[src/rtl/pipeline_hazard_controller.sv]
// Hazard sequencer for the 5-stage RV32E pipeline.
//
// Tracks the destination registers of instructions in EX/MEM/WB and detects
// read-after-write hazards against the instruction in ID. There is no
// forwarding, so every match stalls. Taken branches from EX squash the next
// FLUSH_DEPTH ID slots. An outstanding data-memory access freezes the pipe.
//
// Ports:
//   clk, rst_n          clock, asynchronous active-low reset
//   valid_ID            ID holds a real instruction
//   rs1_ID, rs2_ID      source registers of the instruction in ID
//   rs1_used_ID/rs2_... source actually read
//   rd_ID               destination register of the instruction in ID
//   regfile_we_ID       instruction writes rd
//   branch_taken_EX     redirect resolved in EX this cycle
//   mem_req_MEM         MEM holds a load or store
//   mem_ready           data memory completes the access this cycle
//   stall               hold IF/ID and PC; ID/EX takes a bubble
//   invalid_ID          ID is wrong-path; ID/EX takes a bubble
//   freeze              hold every pipeline register
//   stall_cycles        saturating count of cycles with stall or freeze
module pipeline_hazard_controller #(
  parameter int unsigned PENDING_STAGES = 3,
  parameter int unsigned FLUSH_DEPTH    = 2
) (
  input  logic        clk,
  input  logic        rst_n,
  input  logic        valid_ID,
  input  logic [3:0]  rs1_ID,
  input  logic [3:0]  rs2_ID,
  input  logic        rs1_used_ID,
  input  logic        rs2_used_ID,
  input  logic [3:0]  rd_ID,
  input  logic        regfile_we_ID,
  input  logic        branch_taken_EX,
  input  logic        mem_req_MEM,
  input  logic        mem_ready,
  output logic        stall,
  output logic        invalid_ID,
  output logic        freeze,
  output logic [31:0] stall_cycles
);

  localparam int unsigned CntW = (FLUSH_DEPTH > 1) ? $clog2(FLUSH_DEPTH) : 1;
  localparam logic [CntW-1:0] FlushLoad = CntW'(FLUSH_DEPTH - 1);

  typedef enum logic [1:0] {StRun, StFlush, StMemWait} state_e;

  state_e                             state_q, state_d;
  state_e                             saved_q, saved_d;
  logic [CntW-1:0]                    cnt_q, cnt_d;
  logic [PENDING_STAGES-1:0]          sb_valid_q, sb_valid_d;
  logic [PENDING_STAGES-1:0][3:0]     sb_rd_q, sb_rd_d;
  logic [31:0]                        stall_cycles_q, stall_cycles_d;

  logic rs1_hit, rs2_hit, raw, mem_stall, issue;

  // RAW detection against every valid in-flight destination.
  always_comb begin
    rs1_hit = 1'b0;
    rs2_hit = 1'b0;
    for (int unsigned i = 0; i < PENDING_STAGES; i++) begin
      if (sb_valid_q[i] && (sb_rd_q[i] == rs1_ID)) rs1_hit = 1'b1;
      if (sb_valid_q[i] && (sb_rd_q[i] == rs2_ID)) rs2_hit = 1'b1;
    end
    raw = valid_ID & ((rs1_used_ID & (rs1_ID != 4'd0) & rs1_hit) |
                      (rs2_used_ID & (rs2_ID != 4'd0) & rs2_hit));
  end

  always_comb begin
    mem_stall  = mem_req_MEM & ~mem_ready;
    freeze     = (state_q == StMemWait) | mem_stall;
    invalid_ID = branch_taken_EX | (cnt_q != '0);
    // Wrong-path slots never stall so the redirect always proceeds.
    stall      = (raw | freeze) & ~invalid_ID;
    issue      = valid_ID & ~stall & ~invalid_ID & regfile_we_ID & (rd_ID != 4'd0);
  end

  // Scoreboard shifts toward WB on every unfrozen cycle.
  always_comb begin
    sb_valid_d = sb_valid_q;
    sb_rd_d    = sb_rd_q;
    if (!freeze) begin
      for (int unsigned i = 1; i < PENDING_STAGES; i++) begin
        sb_valid_d[i] = sb_valid_q[i-1];
        sb_rd_d[i]    = sb_rd_q[i-1];
      end
      sb_valid_d[0] = issue;
      sb_rd_d[0]    = issue ? rd_ID : 4'd0;
    end
  end

  // Sequencer: a memory wait dominates; branches seen while frozen are
  // held by EX and acted on at the first unfrozen cycle.
  always_comb begin
    state_d = state_q;
    saved_d = saved_q;
    cnt_d   = cnt_q;
    unique case (state_q)
      StRun, StFlush: begin
        if (mem_stall) begin
          saved_d = state_q;
          state_d = StMemWait;
        end else if (branch_taken_EX) begin
          cnt_d   = FlushLoad;
          state_d = (FLUSH_DEPTH > 1) ? StFlush : StRun;
        end else if (state_q == StFlush) begin
          cnt_d = (cnt_q != '0) ? cnt_q - 1'b1 : '0;
          if (cnt_d == '0) state_d = StRun;
        end
      end
      StMemWait: begin
        if (mem_ready) state_d = saved_q;
      end
      default: state_d = StRun;
    endcase
  end

  always_comb begin
    stall_cycles_d = stall_cycles_q;
    if ((stall | freeze) && (stall_cycles_q != '1)) stall_cycles_d = stall_cycles_q + 32'd1;
  end

  always_ff @(posedge clk or negedge rst_n) begin
    if (!rst_n) begin
      state_q        <= StRun;
      saved_q        <= StRun;
      cnt_q          <= '0;
      sb_valid_q     <= '0;
      sb_rd_q        <= '0;
      stall_cycles_q <= '0;
    end else begin
      state_q        <= state_d;
      saved_q        <= saved_d;
      cnt_q          <= cnt_d;
      sb_valid_q     <= sb_valid_d;
      sb_rd_q        <= sb_rd_d;
      stall_cycles_q <= stall_cycles_d;
    end
  end

  assign stall_cycles = stall_cycles_q;

endmodule

[config.mk]
export PLATFORM = sky130hd
export DESIGN_NAME = pipeline_hazard_controller
export DESIGN_NICKNAME = d
export VERILOG_FILES = /design/src/rtl/pipeline_hazard_controller.sv
export SDC_FILE = /design/constraint.sdc
export NUM_CORES = 1
export LEC_CHECK = 0
export BUFFER_PORTS_ARGS = -buffer_cell sky130_fd_sc_hd__buf_4
export CORE_MARGIN = 10
export CORE_UTILIZATION = 55
export DETAILED_ROUTE_END_ITERATION = 10
export PLACE_DENSITY = 0.8
export SYNTH_ARGS = -nofsm -noshare
export SYNTH_HDL_FRONTEND = slang
export SYNTH_SLANG_ARGS = --single-unit
[constraint.sdc]
create_clock -name clk -period 3 [get_ports clk]
set_input_delay 0.15 -clock clk [delete_from_list [all_inputs] [get_ports clk]]
set_output_delay 0.15 -clock clk [all_outputs]
set_load 0.02 [all_outputs]
==> run metrics <==
clock-pin slew on the worst setup and hold paths=90 ps; minimum clock period=about 2700 ps; count leader, synth=dfrtp_1; post-DP HPWL=4340 um; vias in the first global route=approximately 2100; period utilisation layout=between 80% and 90%; status=finished, final reports clean; top post-synthesis cells by area=dfrtp_1 50%, xnor2_1 11%, xor2_1 7.3%; via count=~2000; Ports=56; critical path type=reg -> reg; Core Region=~4700 um^2; simple-gate portion of the synthesized area=18.8%; post-route ant nets=0; Crit path required time=about 3200 ps; Post-synth EDFFs=0; worst r2r path cells=7; count of cell types in the netlist=33; clk root buf=clkbuf_8; most frequent cells after synthesis=52 x dfrtp_1, 32 x xnor2_1, 22 x xor2_1; Synth top area share=between 40% and 50%; initial core utilization=56.0%; worst setup margin=327 ps; number of synthesized register bits=52; clk_skew=between 5 and 6 ps; row cnt=25; main combinational cell family by area after synthesis=simple AND/OR/NAND/NOR gates; vias per std cell=roughly 5.7; post-route cell area=3200 um^2; first drt pass iteration count=4; pwr dens=506 nW/um^2; Max Cap Viol=0; mux cell area share after synthesis=5.14%; CP peak stage delay=~750 ps; met2 Use GR=a little over a quarter; Layout area overhead=21.8%; register area share after synthesis=around half; source of the critical timing path=sb_rd_q[4]$_DFFE_PN0N_; RSZ-0062 raised after global routing=false; critical path capture point=stall_cycles[23]$_DFFE_PN0P_; largest net degree at the start of global routing=53; mapped cell area=2630 um^2; Syn. warnings=0; # setup viols final=0; die width=between 80 and 90 um; WP data arrival=~2900 ps; Port Buffers=55; CTS Buf Count=5; met1 Track Usage GR=about a fifth; maximum resistive drop on vdd=570 uV; Antenna Cells=0; max-slew violations=0; # clock sinks=between 50 and 60; Fin Setup TNS=0 ps; Routed WL=~6000 um; GRT Util Overall=15.7%; Die ar.=between 7000 and 8000 um^2; CP endpoint kind=flop; Cell Area, Placed=between 3000 and 4000 um^2; slowest cell on the critical path=o21a_1; most used routing layer=met2; Yosys top cell by area=dfrtp_1; final hold vios=0; cell count after synthesis=~240; worst slack at placement=approximately 360 ps; DP Cell Count=around 340; H-tree level count=2; Worst slew margin=40.4%; r2r setup slk=330 ps; HP Class=in -> reg; M3 GR Usage=approximately 4.3%; layout net count=320; Async SR Flop Fraction=100%; Synth Area in XOR/XNOR=18.0%; DR WL/cell=between 15 and 20 um; Die Y=about 90 um; CTS tree=yes; synthesized area per cell=around 11 um^2; crit path cell chain=xor2_1 > nor3_1 > a41oi_1 > a31oi_1 > o21a_1 > nand4_1 > xnor2_1; Synth Area in Compound Gates=6.05%; total chip power=approximately 1.6 mW; Synth Area in Adders=less than 1%; fin cells=around 350; post-synthesis net count=260; Critical Path Source Type=flop; drc violations=0; worst-skew pair later-pin latency=approximately 310 ps; worst-case clock buffer depth=2; Critical R2R Capture=stall_cycles[23]$_DFFE_PN0P_; GR Overflow Total=0; Worst-Margin Slew=894 ps; starting DRC count in detailed routing=68; fmax=0.374 GHz; fraction of layout cells with a size suffix above 1=between 20% and 30%; worst r2r src=sb_rd_q[4]$_DFFE_PN0N_; Primary FF master, synth=dfrtp_1; initial antenna violation count=0; RePlAce Congestion=around 0.8; first-pass GRT wire length=9830 um; Pleak=1.55 nW; crit path max fanout=26
==> logic make-up (layout without fill, tap and decap cells) <==
| group | count (synthesis) | count (layout) |
|---|---|---|
| AOI/OAI and AO/OA | 20 | 20 |
| xor gates and xnor gates | 54 | 54 |
| adders and majority gates | 1 | 1 |
| buffers and inverters | 8 | 69 |
| DFF | 52 | 52 |
| muxes | 12 | 12 |
| and+or+nand+nor | 91 | 91 |
==> worst min-delay path by stage <==
| stage | slack [ps] | from | cells past startpoint | to |
|---|---|---|---|---|
| floorplan | -150 | rst_n | 0 | cnt_q$_DFFE_PN0P_ |
| global placement | 220 | rst_n | 1 | stall_cycles[8]$_DFFE_PN0P_ |
| detailed placement | 220 | rst_n | 1 | stall_cycles[8]$_DFFE_PN0P_ |
| CTS | 30 | mem_ready | 2 | state_q[1]$_DFFE_PN0P_ |
| global route | 50 | rd_ID[2] | 3 | sb_valid_q[0]$_DFFE_PN0N_ |
| finish | 40 | mem_ready | 2 | state_q[1]$_DFFE_PN0P_ |
==> metrics by stage <==
stage / hold WS (ps) / utilization (%)
2_1_floorplan: -146 / -
4_1_cts: 27.5 / 68.2
3_5_place_dp: 221 / 65.7
3_3_place_gp: 219 / 65.7
6_report: 44.2 / 68.2
5_1_grt: 49.9 / 68.2
==> layer usage <==
layer | routed length [um] | share of wire [%] | up-vias
met4 | 51 | 0.87 | 0
met1 | 2630 | 45 | 988
met5 | 0 | 0 | -
li1 | - | - | 973
met2 | 2920 | 50 | 37
met3 | 293 | 5.0 | 6
==> power by group <==
part / internal, mW / switching (mW) / total (mW)
Combinational: 0.147 / 0.174 / 0.321
Clock: 0.248 / 0.223 / 0.471
Sequential: 0.757 / 0.0705 / 0.828
Total: 1.15 / 0.468 / 1.62
==> registers in the layout, indices dropped and copies added (netlist names) <==
name and flops:
sb_valid_q 3, cnt_q 1, state_q 2, stall_cycles 32, sb_rd_q 12, saved_q 2
==> cell usage in the layout, fill, tap and decap left out, types with 2 or more instances in the layout <==
| cell | n |
|---|---|
| nor3_4 | 2 |
| xor2_1 | 22 |
| a21oi_1 | 2 |
| mux2_2 | 12 |
| nand2_1 | 20 |
| a41oi_1 | 3 |
| inv_1 | 3 |
| o21ai_0 | 2 |
| nand4_1 | 16 |
| nand3_1 | 18 |
| a22o_1 | 4 |
| o41a_1 | 2 |
| xnor2_1 | 32 |
| nor2_1 | 7 |
| buf_4 | 57 |
| nand2b_1 | 2 |
| and2_1 | 3 |
| nor3_1 | 6 |
| dfrtp_1 | 52 |
| nor4_1 | 5 |
| clkbuf_8 | 5 |
| and3_1 | 8 |
==> critical path, delay by kind of cell, from the launching register on <==
family / cells / cell delay [ps]
AO/OA/AOI/OAI: 3 / 1270
AND/OR/NAND/NOR: 2 / 500
flip-flops: 1 / 440
XOR/XNOR: 2 / 350
==> what timing repair did <==
| action | CTS | global route |
|---|---|---|
| hold buffers | 1 | 0 |
| resized for setup | 0 | 0 |
| hold endpoints to repair | 52 | 0 |
| setup buffers | 0 | 0 |
==> area by class of cell <==
type | instances | area [um^2]
multi-input cells | 178 | 1270
repair buffers | 58 | 438
well taps | 54 | 67.6
clock buffers | 6 | 72.6
flip-flops and latches | 52 | 1300
fillers | 365 | 1490
clock inverters | 2 | 35.0
inverters | 3 | 11.3
No activity file was read; power rests on OpenSTA's default activity.
